### src/rtl/mips_ctrl_pkg.sv
// Shared control-bundle types for the MIPS pipeline controller.
package mips_ctrl_pkg;

    typedef struct packed {
        logic       regwrite;
        logic       regdst;
        logic       alusrc;
        logic       branch;
        logic       bne;
        logic       memwrite;
        logic       memtoreg;
        logic       jump;
        logic [1:0] aluop;
    } ctrl_t;

    typedef enum logic [1:0] {
        FWD_RF  = 2'b00,
        FWD_WB  = 2'b01,
        FWD_MEM = 2'b10
    } fwd_sel_e;

    localparam ctrl_t CTRL_BUBBLE = '0;

endpackage

### src/rtl/fwd_unit.sv
// EX operand forwarding select for one source register; MEM result beats WB result.
module fwd_unit
    import mips_ctrl_pkg::*;
(
    input  logic [4:0] i_src,
    input  logic       i_regwrite_m,
    input  logic [4:0] i_writereg_m,
    input  logic       i_regwrite_w,
    input  logic [4:0] i_writereg_w,
    output fwd_sel_e   o_sel
);

    always_comb begin
        o_sel = FWD_RF;
        if (i_src != 5'd0 && i_regwrite_m && i_writereg_m == i_src) begin
            o_sel = FWD_MEM;
        end else if (i_src != 5'd0 && i_regwrite_w && i_writereg_w == i_src) begin
            o_sel = FWD_WB;
        end
    end

endmodule

### src/rtl/pipe_ctrl_unit.sv
// Carries the decoded control bundle ID->EX->MEM->WB and resolves load-use,
// branch, jump and data-memory-wait hazards into stall/flush controls.
module pipe_ctrl_unit
    import mips_ctrl_pkg::*;
#(
    parameter int CNT_W = 32
) (
    input  logic             clk,
    input  logic             reset,
    input  logic             id_valid,
    input  logic [9:0]       id_ctrl,
    input  logic [4:0]       id_rs,
    input  logic [4:0]       id_rt,
    input  logic [4:0]       id_rd,
    input  logic             ex_zero,
    input  logic             mem_wait,
    output logic             stall_f,
    output logic             stall_d,
    output logic             stall_e,
    output logic             stall_m,
    output logic             flush_d,
    output logic             flush_e,
    output logic             pcsrc_e,
    output logic             jump_d,
    output logic             ex_alusrc,
    output logic             ex_regdst,
    output logic [1:0]       ex_aluop,
    output logic [1:0]       fwd_a_e,
    output logic [1:0]       fwd_b_e,
    output logic             mem_memwrite,
    output logic [4:0]       mem_writereg,
    output logic [4:0]       wb_writereg,
    output logic             wb_regwrite,
    output logic             wb_memtoreg,
    output logic [CNT_W-1:0] stall_cnt,
    output logic [CNT_W-1:0] flush_cnt
);

    ctrl_t            w_id_ctrl;
    logic             r_valid_e, r_valid_m, r_valid_w;
    ctrl_t            r_ctrl_e, r_ctrl_m, r_ctrl_w;
    logic [4:0]       r_rs_e, r_rt_e, r_rd_e;
    logic [4:0]       r_writereg_m, r_writereg_w;
    logic [4:0]       w_writereg_e;
    logic             w_branch_hit, w_load_use, w_jump_req;
    fwd_sel_e         w_fwd_a, w_fwd_b;
    logic [CNT_W-1:0] r_stall_cnt, r_flush_cnt;
    logic             w_unused;

    assign w_id_ctrl    = ctrl_t'(id_ctrl);
    assign w_writereg_e = r_ctrl_e.regdst ? r_rd_e : r_rt_e;

    assign w_branch_hit = r_valid_e &
                          ((r_ctrl_e.branch & ex_zero) | (r_ctrl_e.bne & ~ex_zero));
    assign w_load_use   = r_valid_e & r_ctrl_e.memtoreg & id_valid & (r_rt_e != 5'd0) &
                          ((r_rt_e == id_rs) | (r_rt_e == id_rt));
    assign w_jump_req   = id_valid & w_id_ctrl.jump;

    // Priority: mem_wait > taken branch > load-use > jump
    always_comb begin
        stall_f = 1'b0;
        stall_d = 1'b0;
        stall_e = 1'b0;
        stall_m = 1'b0;
        flush_d = 1'b0;
        flush_e = 1'b0;
        pcsrc_e = 1'b0;
        jump_d  = 1'b0;
        if (mem_wait) begin
            stall_f = 1'b1;
            stall_d = 1'b1;
            stall_e = 1'b1;
            stall_m = 1'b1;
        end else if (w_branch_hit) begin
            pcsrc_e = 1'b1;
            flush_d = 1'b1;
            flush_e = 1'b1;
        end else if (w_load_use) begin
            stall_f = 1'b1;
            stall_d = 1'b1;
            flush_e = 1'b1;
        end else if (w_jump_req) begin
            jump_d  = 1'b1;
            flush_d = 1'b1;
        end
    end

    fwd_unit u_fwd_a (
        .i_src        (r_rs_e),
        .i_regwrite_m (r_valid_m & r_ctrl_m.regwrite),
        .i_writereg_m (r_writereg_m),
        .i_regwrite_w (r_valid_w & r_ctrl_w.regwrite),
        .i_writereg_w (r_writereg_w),
        .o_sel        (w_fwd_a)
    );

    fwd_unit u_fwd_b (
        .i_src        (r_rt_e),
        .i_regwrite_m (r_valid_m & r_ctrl_m.regwrite),
        .i_writereg_m (r_writereg_m),
        .i_regwrite_w (r_valid_w & r_ctrl_w.regwrite),
        .i_writereg_w (r_writereg_w),
        .o_sel        (w_fwd_b)
    );

    always_ff @(posedge clk) begin
        if (reset) begin
            r_valid_e    <= 1'b0;
            r_ctrl_e     <= CTRL_BUBBLE;
            r_rs_e       <= '0;
            r_rt_e       <= '0;
            r_rd_e       <= '0;
            r_valid_m    <= 1'b0;
            r_ctrl_m     <= CTRL_BUBBLE;
            r_writereg_m <= '0;
            r_valid_w    <= 1'b0;
            r_ctrl_w     <= CTRL_BUBBLE;
            r_writereg_w <= '0;
            r_stall_cnt  <= '0;
            r_flush_cnt  <= '0;
        end else begin
            if (mem_wait) begin
                // E and M hold; the store/load in M must not retire twice
                r_valid_w    <= 1'b0;
                r_ctrl_w     <= CTRL_BUBBLE;
                r_writereg_w <= '0;
            end else begin
                r_valid_w    <= r_valid_m;
                r_ctrl_w     <= r_ctrl_m;
                r_writereg_w <= r_writereg_m;
                r_valid_m    <= r_valid_e;
                r_ctrl_m     <= r_ctrl_e;
                r_writereg_m <= w_writereg_e;
                if (flush_e || !id_valid) begin
                    r_valid_e <= 1'b0;
                    r_ctrl_e  <= CTRL_BUBBLE;
                    r_rs_e    <= '0;
                    r_rt_e    <= '0;
                    r_rd_e    <= '0;
                end else begin
                    r_valid_e <= 1'b1;
                    r_ctrl_e  <= w_id_ctrl;
                    r_rs_e    <= id_rs;
                    r_rt_e    <= id_rt;
                    r_rd_e    <= id_rd;
                end
            end
            if (stall_f && r_stall_cnt != '1) begin
                r_stall_cnt <= r_stall_cnt + 1'b1;
            end
            if ((flush_d || flush_e) && r_flush_cnt != '1) begin
                r_flush_cnt <= r_flush_cnt + 1'b1;
            end
        end
    end

    assign ex_alusrc    = r_ctrl_e.alusrc;
    assign ex_regdst    = r_ctrl_e.regdst;
    assign ex_aluop     = r_ctrl_e.aluop;
    assign fwd_a_e      = w_fwd_a;
    assign fwd_b_e      = w_fwd_b;
    assign mem_memwrite = r_valid_m & r_ctrl_m.memwrite;
    assign mem_writereg = r_writereg_m;
    assign wb_writereg  = r_writereg_w;
    assign wb_regwrite  = r_valid_w & r_ctrl_w.regwrite;
    assign wb_memtoreg  = r_valid_w & r_ctrl_w.memtoreg;
    assign stall_cnt    = r_stall_cnt;
    assign flush_cnt    = r_flush_cnt;

    assign w_unused = ^{r_ctrl_w.regdst, r_ctrl_w.alusrc, r_ctrl_w.branch, r_ctrl_w.bne,
                        r_ctrl_w.memwrite, r_ctrl_w.jump, r_ctrl_w.aluop};

endmodule
### config.mk
export PLATFORM = sky130hd
export DESIGN_NAME = pipe_ctrl_unit
export DESIGN_NICKNAME = d
export VERILOG_FILES = /design/src/rtl/mips_ctrl_pkg.sv /design/src/rtl/fwd_unit.sv /design/src/rtl/pipe_ctrl_unit.sv
export SDC_FILE = /design/constraint.sdc
export NUM_CORES = 1
export LEC_CHECK = 0
export CORE_ASPECT_RATIO = 2
export CORE_MARGIN = 2
export CORE_UTILIZATION = 56
export CTS_BUF_LIST = sky130_fd_sc_hd__clkbuf_8
export CTS_CLUSTER_DIAMETER = 30
export CTS_CLUSTER_SIZE = 12
export DETAILED_ROUTE_END_ITERATION = 8
export GPL_TIMING_DRIVEN = 0
export PLACE_DENSITY = 0.89
export SYNTH_ARGS = -nofsm -noshare
export SYNTH_HDL_FRONTEND = slang
export SYNTH_SLANG_ARGS = --single-unit
### constraint.sdc
create_clock -name clk -period 6.59 [get_ports clk]
set_input_delay 0.9885 -clock clk [delete_from_list [all_inputs] [get_ports clk]]
set_output_delay 0.9885 -clock clk [all_outputs]
set_load 0.02 [all_outputs]
## After elaboration in Yosys (flattened, before gate mapping)

Cells that the tools add are included.

| word-level totals | value |
|---|---|
| register bits | 106 |
| input port bits | 30 |
| output and inout bits | 93 |
| logic and storage cells | 88 |

| cells by class | value |
|---|---|
| add/sub/neg operators | 2 |
| eq/ne operators | 8 |
| muxes and demuxes | 24 |
| bitwise logic cells | 15 |
| reduce and logical (&&, ||, !) cells | 16 |

Operators with widths:

| operator | number |
|---|---|
| 32-bit by 1-bit adder with 32-bit output (second input constant) | 2 |
| 32-bit != test (second input constant) | 2 |
| 5-bit == test | 6 |
| 5-bit 2-to-1 mux | 4 |
| 1-bit 2-to-1 mux | 17 |
| 1-bit AND | 12 |
| 1-bit logical AND | 10 |
| 10-bit 2-to-1 mux | 1 |
| 5-bit nonzero test | 2 |
| 2-bit 2-to-1 mux | 2 |
| 1-bit logical OR | 2 |
| 1-bit bitwise OR | 2 |
| 2-bit OR reduction | 1 |
| 1-bit logical NOT | 1 |
| 1-bit inverter | 1 |

## Longest topological paths before layout

Gate-level depths: netlist of the first run.

| logic depth | value |
|---|---|
| depth in word-level cells | 9 |
| mapped depth | 9 |
| depth with buffers taken out | 7 |

## Cells and area by module

A second synthesis of the first run with hierarchy kept.

| unflattened totals | value |
|---|---|
| cell total of the unflattened synthesis | 605 |
| area, all modules | 5,424.0 sq um |

Modules (own cells, without submodules):

| module | instances | cells each | area each (sq um) | seq. area each (sq um) |
|---|---|---|---|---|
| pipe_ctrl_unit | 1 | 569 | 5,146.2 | 2,122.0 |
| fwd_unit | 2 | 18 | 138.9 | 0.0 |

## Least setup slack after synthesis of the first run

Ideal clock, no wire load.

| timing path | value |
|---|---|
| kind | input port to output port |
| start | input ex_zero |
| end | output stall_f |
| arrival | 2.122 ns |
| slack | 3.479 ns |
| cell stages on the path | 5 |
| buffers on the path | 1 |
| path through | mux2_2 nand3_1 a31oi_1 inv_2 buf_4 |

| on the way | value |
|---|---|
| cells in the longest elaborated chain, start to end | 6 |

Ends and longest elaborated chain:

| item | line | source |
|---|---|---|
| from (decl) | pipe_ctrl_unit.sv:15 | `input logic ex_zero,` |
| 1-bit inverter | pipe_ctrl_unit.sv:54 | `((r_ctrl_e.branch & ex_zero) \| (r_ctrl_e.bne & ~ex_zero));` |
| 1-bit AND | pipe_ctrl_unit.sv:54 |  |
| 1-bit bitwise OR (*) | pipe_ctrl_unit.sv:54 |  |
| 1-bit AND (*) | pipe_ctrl_unit.sv:53 | `assign w_branch_hit = r_valid_e &` |
| 1-bit 2-to-1 mux (*) (2 in series) | - |  |
| to (decl) | pipe_ctrl_unit.sv:17 | `output logic stall_f,` |

Every way passes the cells marked *; elsewhere a longest branch is shown, timed or not.

## Worst setup path after layout of the first run

| timing path | value |
|---|---|
| start | input id_rt[4] |
| end | output stall_f |

| on the way | value |
|---|---|
| cells in the longest elaborated chain, start to end | 6 |

Ends and longest elaborated chain:

| item | line | source |
|---|---|---|
| from (decl) | pipe_ctrl_unit.sv:13 | `input logic [4:0] id_rt,` |
| 5-bit == test | pipe_ctrl_unit.sv:56 | `((r_rt_e == id_rs) \| (r_rt_e == id_rt));` |
| 1-bit bitwise OR | pipe_ctrl_unit.sv:56 |  |
| 1-bit AND | pipe_ctrl_unit.sv:55 | `assign w_load_use = r_valid_e & r_ctrl_e.memtoreg & id_valid & (r_rt_e != 5'd0) &` |
| 1-bit 2-to-1 mux | pipe_ctrl_unit.sv:78 | `end else if (w_load_use) begin` |
| 1-bit 2-to-1 mux | pipe_ctrl_unit.sv:74 | `end else if (w_branch_hit) begin` |
| 1-bit 2-to-1 mux | pipe_ctrl_unit.sv:69 | `if (mem_wait) begin` |

No other way between the ends.

==> reports/qor.yml, run 1 <==
num_vias: 5293
stdcell_area_sq_um: 6680
power_frac_comb: 0.094
cts_tree: "built"
post-place-ws_ns: 2.29
gp_congestion: 0.936
relSlewSlack: 0.541
placed_cells: 822
synth_nets: 631
portBuffers: 121
start_kind: "input port"
clkSinkCount: 106
core.rowCount: 49
dp_hpwl_um: 11700
cp_max_fo: 9
clock_path_buffers: 2
power.density_nw_per_um2: 179
track_usage: 0.305
whs_ns: 0.488
via_per_inst: 6.32
grt.overflow.total: 0
r2r_setup_slack_ns: 3.87
area_delta_synth_final_pct: 30.1
path_clk_slew_ns: 0.11
p_seq_frac: 0.550
ys_seq_area_frac: 0.413
slew_violations: 0
path_cells: "clkdlybuf4s50_1 > xnor2_1 > nand3_1 > o22ai_2 > a31oi_1 > inv_2 > buf_4 > clkdlybuf4s50_1"
crit_top_cell: "clkdlybuf4s50_1"
min_path_cells: 1
antenna_found_initial: 0
net-switching-power_uw: 313
drv_cap: 0
p_sw_frac: 0.262
numCtsBuffers: 9
ant_nets: 0
grt_setup_unrepaired: "no"
ys_types: 50
worstSetupPathType: "in -> out"
synth_area_per_cell_sq_um: 8.57
netlist_area_sq_um: 5130
hold_class: "reg -> reg"
ir_drop_uv: 141
wl_um: 15400
grt_pass1_vias: 5113
fin_crit_ns: 4.30
htree_levels: 3
fillCellCount: 698
die_h_um: 139
grt_max_degree: 20
status: "completed"
regArea_sq_um: 2120
intPower_uw: 883
start_util: 0.573
fin_util: 0.746
cp_data_arrival_time_ns: 3.31
yosysWarnings: 0
leakage_nw: 2.24
finalSetupTns_ns: 0
critPathRequiredTime_ns: 5.60
cts.repair.resized: 0
fin_ws_ns: 2.29
total_power_mw: 1.20
core_area_sq_um: 8950
worstMarginPinSlew_ns: 0.685
fin_skew_ns: 0.0137
die_x_um: 71.7
post_cts_buffers: 0
insertion_delay_ns: 0.39
num_io_pins: 123
grt_pass1_wl_um: 24300
drive_gt1_frac: 0.0802
finalHoldViolations: 0
setup_viol: 0
fp.dieArea_sq_um: 9990
synth-seq-cells: 106
wl_per_cell_um: 18.4
drcViolationCount: 0
drt-initial-drc-count: 344
nNetsFinal: 763
diodes: 0
end_kind: "primary output"
rr_worst_depth: 6
ctsHoldBuffers: 0
max_freq_ghz: 0.233
cp_slowest_cell: "clkdlybuf4s50_1"
dr.pass1.iters: 8
synth_cells: 599
post-route-period-util: 0.653
pwr-share-clk: 0.356
instances_no_fill: 838
cts-root-buf: "clkbuf_8"
multi_input_area_sq_um: 2760
dpl_cell_area_sq_um: 6470
cpPeakStageDelay_ns: 0.59
[layout make-up]
class	count	area share
Multi-Input combinational cell	442	0.413
Tap cell	102	0.0191
Timing Repair Buffer	121	0.181
Sequential cell	106	0.318
Clock buffer	9	0.0185
Inverter	9	0.00506
Buffer	42	0.0328
Clock inverter	7	0.0126
[final timing paths]
path / start / end
worst max-delay path: id_rt[4] / stall_f
worst min-delay path: r_ctrl_m[3]$_SDFFE_PP0N_ / r_ctrl_w[3]$_SDFF_PP0_
worst max register to register: flush_cnt[0]$_SDFFE_PP0P_ / flush_cnt[28]$_SDFFE_PP0P_
worst min register to register: r_ctrl_m[3]$_SDFFE_PP0N_ / r_ctrl_w[3]$_SDFF_PP0_
[layer usage]
metal	wire (um)	up-vias	GRT usage
met5	0	-	0
met4	765	0	0.190
met3	833	65	0.0478
met2	8320	251	0.561
met1	5470	2506	0.307
li1	-	2471	-
[placed cells by master, fill, tap and decap left out, types with 5 or more instances in the layout]
cell               n
xnor2_1           30
and2_1            16
and3_1            11
inv_1              8
o31ai_1           15
buf_4              8
a22o_1            24
mux2_2             6
nand2_1           38
clkdlybuf4s50_1  121
nand3_1           27
or3_1             34
clkbuf_8           9
o21ai_0           35
mux2i_1           11
nor2_1            39
dfxtp_1          106
nand4_1           24
clkbuf_1          16
buf_2             10
and4_1             5
nor2b_1            6
nor3_1             7
a21oi_1           56
nor4_1             8
or4_1             18
[logic make-up (layout without fill, tap and decap cells)]
kind of cell,Yosys count,after routing,share of synthesized area
XOR/XNOR,33,33,0.0563
flip-flops,106,106,0.413
AO/OA/AOI/OAI,147,147,0.179
adder cells (fa/ha/maj),2,2,0.00487
AND/OR/NAND/NOR,243,243,0.263
multiplexers,17,17,0.0346
buffers and inverters,51,188,0.0492
[registers in the layout, indices dropped and copies added, names as in the netlist, 2 cells and up]
| name | count |
|---|---|
| r_rd_e | 5 |
| stall_cnt | 32 |
| r_ctrl_e | 5 |
| r_ctrl_m | 3 |
| flush_cnt | 32 |
| r_ctrl_w | 2 |
| mem_writereg | 5 |
| wb_writereg | 5 |
| r_rt_e | 5 |
| r_rs_e | 5 |
| ex_aluop | 2 |
[power by group through the flow]
stage	registers (mW)	clock network, mW	logic (mW)
after floorplan	0.673	0	0.0614
after global placement	0.672	0	0.108
after detailed placement	0.673	0	0.111
after CTS	0.658	0.427	0.112
after global routing	0.659	0.458	0.119
final	0.658	0.426	0.112
[critical path, delay by kind of cell]
| kind | cells | cell delay [ns] |
|---|---|---|
| AO/OA/AOI/OAI | 2 | 0.65 |
| XOR/XNOR | 1 | 0.13 |
| buffers and inverters | 4 | 1.40 |
| AND/OR/NAND/NOR | 1 | 0.13 |
[cells in the mapped netlist (all sizes together)]
master / count / area, sq um
o21bai: 1 / 11.3
nor4: 9 / 62.6
a21boi: 1 / 7.51
nor2b: 6 / 37.5
and4: 5 / 43.8
inv: 9 / 33.8
o21ai: 35 / 175
nand4: 25 / 163
and3: 11 / 68.8
o31a: 1 / 8.76
nand3: 27 / 135
a31oi: 3 / 18.8
a41oi: 1 / 8.76
o211ai: 1 / 7.51
a311oi: 1 / 8.76
o221ai: 1 / 8.76
or2: 3 / 18.8
or4: 20 / 158
mux2i: 11 / 110
a211oi: 1 / 7.51
xnor2: 30 / 263
or3: 34 / 213
nand2: 39 / 149
clkbuf: 19 / 75.1
mux2: 6 / 67.6
a21o: 3 / 22.5
a21oi: 56 / 280
buf: 23 / 144
xor2: 3 / 26.3
o21ba: 1 / 10.0
o22ai: 1 / 12.5
nor3: 7 / 35.0
ha: 2 / 25.0
o31ai: 15 / 113
and2: 16 / 100
a22o: 24 / 210
dfxtp: 106 / 2120
a22oi: 1 / 7.51
nor2: 41 / 164
Note: power is estimated with default switching activity, not from simulation.
==> inputs of run 2 (changes only) <==
--- a/config.mk
+++ b/config.mk
@@ -7,13 +7,13 @@
 export LEC_CHECK = 0
 export CORE_ASPECT_RATIO = 2
 export CORE_MARGIN = 2
-export CORE_UTILIZATION = 56
+export CORE_UTILIZATION = 52
 export CTS_BUF_LIST = sky130_fd_sc_hd__clkbuf_8
 export CTS_CLUSTER_DIAMETER = 30
 export CTS_CLUSTER_SIZE = 12
 export DETAILED_ROUTE_END_ITERATION = 8
 export GPL_TIMING_DRIVEN = 0
-export PLACE_DENSITY = 0.89
+export PLACE_DENSITY = 0.83
 export SYNTH_ARGS = -nofsm -noshare
 export SYNTH_HDL_FRONTEND = slang
 export SYNTH_SLANG_ARGS = --single-unit
==> constraint.sdc (replaced) <==
create_clock -name clk -period 4.5 [get_ports clk]
set_input_delay 0.675 -clock clk [delete_from_list [all_inputs] [get_ports clk]]
set_output_delay 0.675 -clock clk [all_outputs]
set_load 0.02 [all_outputs]
==> run 2 against run 1 <==
Effect of this change:
- wire length down 2.7%
- core utilization fell by 5.0 points
- register-to-register slack got worse by 2.0 ns
- count of clock-buffer cells in the layout grew 1
- largest cell class unchanged
- largest power group unchanged
- highest routed layer unchanged
==> reports/qor.yml, run 2 (same netlist as run 1, synthesis figures left out) <==
track_usage: 0.281
nNetsFinal: 763
leakage_nw: 2.25
ir_drop_uv: 269
drive_gt1_frac: 0.0789
start_kind: "register"
area_delta_synth_final_pct: 31.5
cp_max_fo: 9
drt-initial-drc-count: 375
wl_met3_um: 827
numCtsBuffers: 9
cts-root-buf: "clkbuf_8"
status: "completed"
grt_max_degree: 17
drv_cap: 0
ant_nets: 0
top_layer: "met4"
route.met2.wl_um: 8220
worstMarginPinSlew_ns: 0.827
wl_met1_um: 5520
relSlewSlack: 0.446
ctsHoldBuffers: 0
dp_hpwl_um: 11200
hold_class: "reg -> reg"
wl_um: 15000
critPathRequiredTime_ns: 3.83
clock_path_buffers: 2
total_power_mw: 1.83
setup_viol: 0
final_cell_mix: "clkdlybuf4s50_1, dfxtp_1, a21oi_1"
cp_data_arrival_time_ns: 3.28
gp_congestion: 0.870
insertion_delay_ns: 0.38
grt_pass1_vias: 4922
core_area_sq_um: 9700
worstSetupPathType: "reg -> out"
fillCellCount: 804
die_x_um: 74.3
num_vias: 5179
grt_setup_unrepaired: "no"
antenna_found_initial: 0
core.rowCount: 51
grt_pass1_wl_um: 23600
start_util: 0.529
grt.overflow.total: 0
max_freq_ghz: 0.253
post-route-period-util: 0.878
portBuffers: 121
cts_tree: "built"
fin_crit_ns: 3.95
post_cts_buffers: 0
drcViolationCount: 0
die_h_um: 145
num_io_pins: 123
dr.pass1.iters: 5
slew_violations: 0
htree_levels: 3
fin_skew_ns: 0.0128
finalSetupTns_ns: 0
final_common_cell: "clkdlybuf4s50_1"
clkSinkCount: 106
path_clk_slew_ns: 0.09
cts.repair.resized: 0
wl_per_cell_um: 17.2
end_kind: "primary output"
power.density_nw_per_um2: 271
fp.dieArea_sq_um: 10700
via_per_inst: 5.97
finalHoldViolations: 0
[run 2: path summary, 6_finish.rpt]
path / to / cells after the start / slack (ns) / start
worst max-delay path: stall_f / 8 / 0.55 / r_rt_e[0]$_SDFFE_PP0N_
worst min-delay path: r_ctrl_e[5]$_SDFFE_PP0N_ / 1 / 0.49 / r_ctrl_e[5]$_SDFFE_PP0N_
worst max register to register: stall_cnt[26]$_SDFFE_PP0P_ / 8 / 1.84 / r_rt_e[0]$_SDFFE_PP0N_
worst min register to register: r_ctrl_e[5]$_SDFFE_PP0N_ / 1 / 0.49 / r_ctrl_e[5]$_SDFFE_PP0N_
[run 2: metal layers]
layer | GRT usage | vias up
met1 | 0.305 | 2478
met4 | 0.129 | 0
met2 | 0.511 | 219
met3 | 0.0495 | 34
li1 | - | 2448
met5 | 0 | -
[run 2: where the power goes]
group	internal (mW)	switching [mW]
combinational	0.0754	0.0882
sequential	0.950	0.0119
clock	0.381	0.324
[run 2: per-stage QoR]
step | worst slack, ns | hold WS, ns | area (sq um) | cells | util
2_1_floorplan | 1.86 | 0.430 | 5130 | 599 | -
3_3_place_gp | 0.848 | 0.459 | 6510 | 852 | 0.671
3_5_place_dp | 0.787 | 0.463 | 6510 | 852 | 0.671
4_1_cts | 0.554 | 0.492 | 6750 | 867 | 0.696
5_1_grt | 0.438 | 0.515 | 6750 | 867 | 0.696
6_report | 0.549 | 0.487 | 6750 | 868 | 0.696
[run 2: cell type report]
class / instances / area [sq um] / area share
Antenna cell: 1 / 2.50 / 0.000371
Buffer: 42 / 219 / 0.0324
Clock buffer: 10 / 138 / 0.0204
Clock inverter: 5 / 103 / 0.0152
Inverter: 9 / 33.8 / 0.00500
Multi-Input combinational cell: 442 / 2760 / 0.408
Sequential cell: 106 / 2120 / 0.314
Tap cell: 132 / 165 / 0.0245
Timing Repair Buffer: 121 / 1210 / 0.179
[run 2: critical path: stages (launching register included)]
cell,delay [ns]
dfxtp_1,0.31
buf_2,0.19
or4_4,0.57
nor2_2,0.21
nor2_1,0.11
a31oi_1,0.69
inv_2,0.13
buf_4,0.17
clkdlybuf4s50_1,0.52
==> inputs of run 3 (changes only) <==
--- a/config.mk
+++ b/config.mk
@@ -13,7 +13,8 @@
 export CTS_CLUSTER_SIZE = 12
 export DETAILED_ROUTE_END_ITERATION = 8
 export GPL_TIMING_DRIVEN = 0
-export PLACE_DENSITY = 0.83
+export PLACE_DENSITY = 0.82
 export SYNTH_ARGS = -nofsm -noshare
 export SYNTH_HDL_FRONTEND = slang
+export SYNTH_HIERARCHICAL = 1
 export SYNTH_SLANG_ARGS = --single-unit
==> run 3 against run 2 <==
Effect of this change:
- first-iteration DRC count is 10% lower
- sequential power is 0.8% higher
- cell count is 1.0% higher
- die area is 5.4% higher
- register-to-register slack hardly changed
- largest power group unchanged
- non-clock buffer count is 4 higher
- via count is 4.3% higher
- worst hold slack better by 0.0064 ns
- final area is 3.6% higher
==> reports/qor.yml, run 3 <==
status: "completed"
crit_start: "id_rs[4]"
num_vias: 5401
area_delta_synth_final_pct: 28.9
insertion_delay_ns: 0.38
start_util: 0.534
die_h_um: 148
max_freq_ghz: 0.246
dr.pass1.iters: 5
final_common_cell: "clkdlybuf4s50_1"
cp_top_family: "buffers and inverters"
grt_pass1_wl_um: 26800
htree_levels: 3
yosysTopAreaCell: "dfxtp_1"
dp_hpwl_um: 12500
drive_gt1_frac: 0.0889
post-route-period-util: 0.903
antenna_found_initial: 0
cts.repair.resized: 0
cpPeakStageDelay_ns: 0.54
netlist_area_sq_um: 5420
die_x_um: 76.2
cts-root-buf: "clkbuf_8"
slew_violations: 0
fin_skew_ns: 0.0149
ys_types: 52
core_area_sq_um: 10100
ys_seq_area_frac: 0.391
fp.dieArea_sq_um: 11300
critPathRequiredTime_ns: 3.83
drcViolationCount: 0
synth-seq-cells: 106
crit_buf_inv: 6
via_per_inst: 6.16
power.density_nw_per_um2: 243
clock_path_buffers: 2
start_kind: "input port"
yosysWarnings: 6
worstMarginPinSlew_ns: 0.692
fin_ws_ns: 0.436
min_from: "r_rd_e[3]$_SDFFE_PP0N_"
final_cell_mix: "clkdlybuf4s50_1, dfxtp_1, a21oi_1"
relSlewSlack: 0.527
portBuffers: 121
end_kind: "primary output"
synth_area_per_cell_sq_um: 8.97
wl_per_cell_um: 18.9
fillCellCount: 831
instances_no_fill: 877
grt_setup_unrepaired: "no"
ant_nets: 0
grt.overflow.total: 0
placed_cells: 861
synth_cells: 605
path_cells: "clkdlybuf4s50_1 > xnor2_1 > nand3_1 > o22ai_2 > a31oi_1 > buf_2 > buf_2 > inv_1 > buf_4 > clkdlybuf4s50_1"
finalSetupTns_ns: 0
p_sw_frac: 0.267
synth.most_common_cell: "dfxtp_1"
drt-initial-drc-count: 337
gp_congestion: 0.919
track_usage: 0.293
drv_cap: 0
ctsHoldBuffers: 0
pwr-share-clk: 0.333
grt_max_degree: 19
clkSinkCount: 106
core.rowCount: 52
synth.top_cells.by_count: "dfxtp_1, a21oi_1, or4_1"
reg2reg_from: "r_rt_e[2]$_SDFFE_PP0N_"
fin_crit_ns: 4.06
wl_um: 16600
yosysTopAreaCellShare: 0.391
grt_pass1_vias: 5459
power_frac_comb: 0.097
leakage_nw: 2.32
intPower_mw: 1.25
nNetsFinal: 769
hold_class: "reg -> reg"
synth_area_leaders: "dfxtp_1, or4_1, o31ai_1, a21oi_1, a22o_1"
path_clk_slew_ns: 0.09
finalHoldViolations: 0
diodes: 0
setup_viol: 0
async_flop_share: 0
synth-edff-count: 0
p_seq_frac: 0.570
synth-main-ff-cell: "dfxtp_1"
cp_max_fo: 10
cp_data_arrival_time_ns: 3.39
num_io_pins: 123
ir_drop_uv: 176
post-place-ws_ns: 0.432
numCtsBuffers: 9
synth_nets: 637
cp_slowest_cell: "a31oi_1"
post_cts_buffers: 0
whs_ns: 0.494
net-switching-power_uw: 454
cts_tree: "built"
worstSetupPathType: "in -> out"
-- run 3: cell types whose count changed in the layout (fill, tap and decap cells not counted), sizes merged, moves of 5 or more --
cell	before	now
a21oi	56	61
and3	11	6
clkbuf	29	34
mux2	6	12
nand2	39	29
nor2b	6	13
o21ai	35	8
o31ai	15	43
or3	34	7
or4	20	45
xnor2	30	22
xor2	3	8
-- run 3: kinds of logic (layout without fill, tap and decap cells) --
kind of cell | count (synthesis) | in the layout | share of synthesized area
buf+inv | 53 | 190 | 0.0484
simple gates | 249 | 249 | 0.288
compound gates | 144 | 144 | 0.175
fa+ha+maj | 2 | 2 | 0.00461
xor+xnor | 30 | 30 | 0.0484
flops | 106 | 106 | 0.391
mux | 21 | 21 | 0.0443
-- run 3: metrics by stage --
| step | utilization | cell area [sq um] | power [mW] |
|---|---|---|---|
| after floorplan | - | 5420 | 1.08 |
| after global placement | 0.670 | 6800 | 1.15 |
| after global routing | 0.689 | 6990 | 1.76 |
| final | 0.689 | 6990 | 1.70 |
| after detailed placement | 0.670 | 6800 | 1.16 |
| after CTS | 0.689 | 6990 | 1.71 |
-- run 3: path summary, 6_finish.rpt --
check | slack (ns) | to | depth (start not counted)
worst min register to register | 0.49 | r_rd_e[3]$_SDFFE_PP0N_ | 1
worst max register to register | 1.84 | stall_cnt[10]$_SDFFE_PP0P_ | 7
worst max-delay path | 0.44 | stall_f | 10
worst min-delay path | 0.49 | r_rd_e[3]$_SDFFE_PP0N_ | 1
-- run 3: power by group through the flow --
stage                     Clock, mW  Combinational [mW]  Sequential [mW]
after floorplan                   0              0.0885            0.990
after global placement            0               0.160            0.991
after detailed placement          0               0.164            0.992
after CTS                     0.576               0.165            0.970
after global routing          0.610               0.178            0.972
final                         0.566               0.165            0.970
-- run 3: final cells by class --
cell class / instances / area [sq um] / share of cell area
flip-flops and latches: 106 / 2120 / 0.303
inverters: 7 / 26.3 / 0.00376
plain buffers: 46 / 236 / 0.0338
clock buffers: 10 / 138 / 0.0197
clock inverters: 6 / 51.3 / 0.00734
well taps: 135 / 169 / 0.0242
multi-input cells: 446 / 3040 / 0.435
repair buffers: 121 / 1210 / 0.173
-- run 3: per-layer routing --
| layer | wire length, um | global-route usage |
|---|---|---|
| met5 | 0 | 0 |
| met4 | 569 | 0.149 |
| met3 | 865 | 0.0498 |
| met2 | 9220 | 0.560 |
| met1 | 5950 | 0.300 |
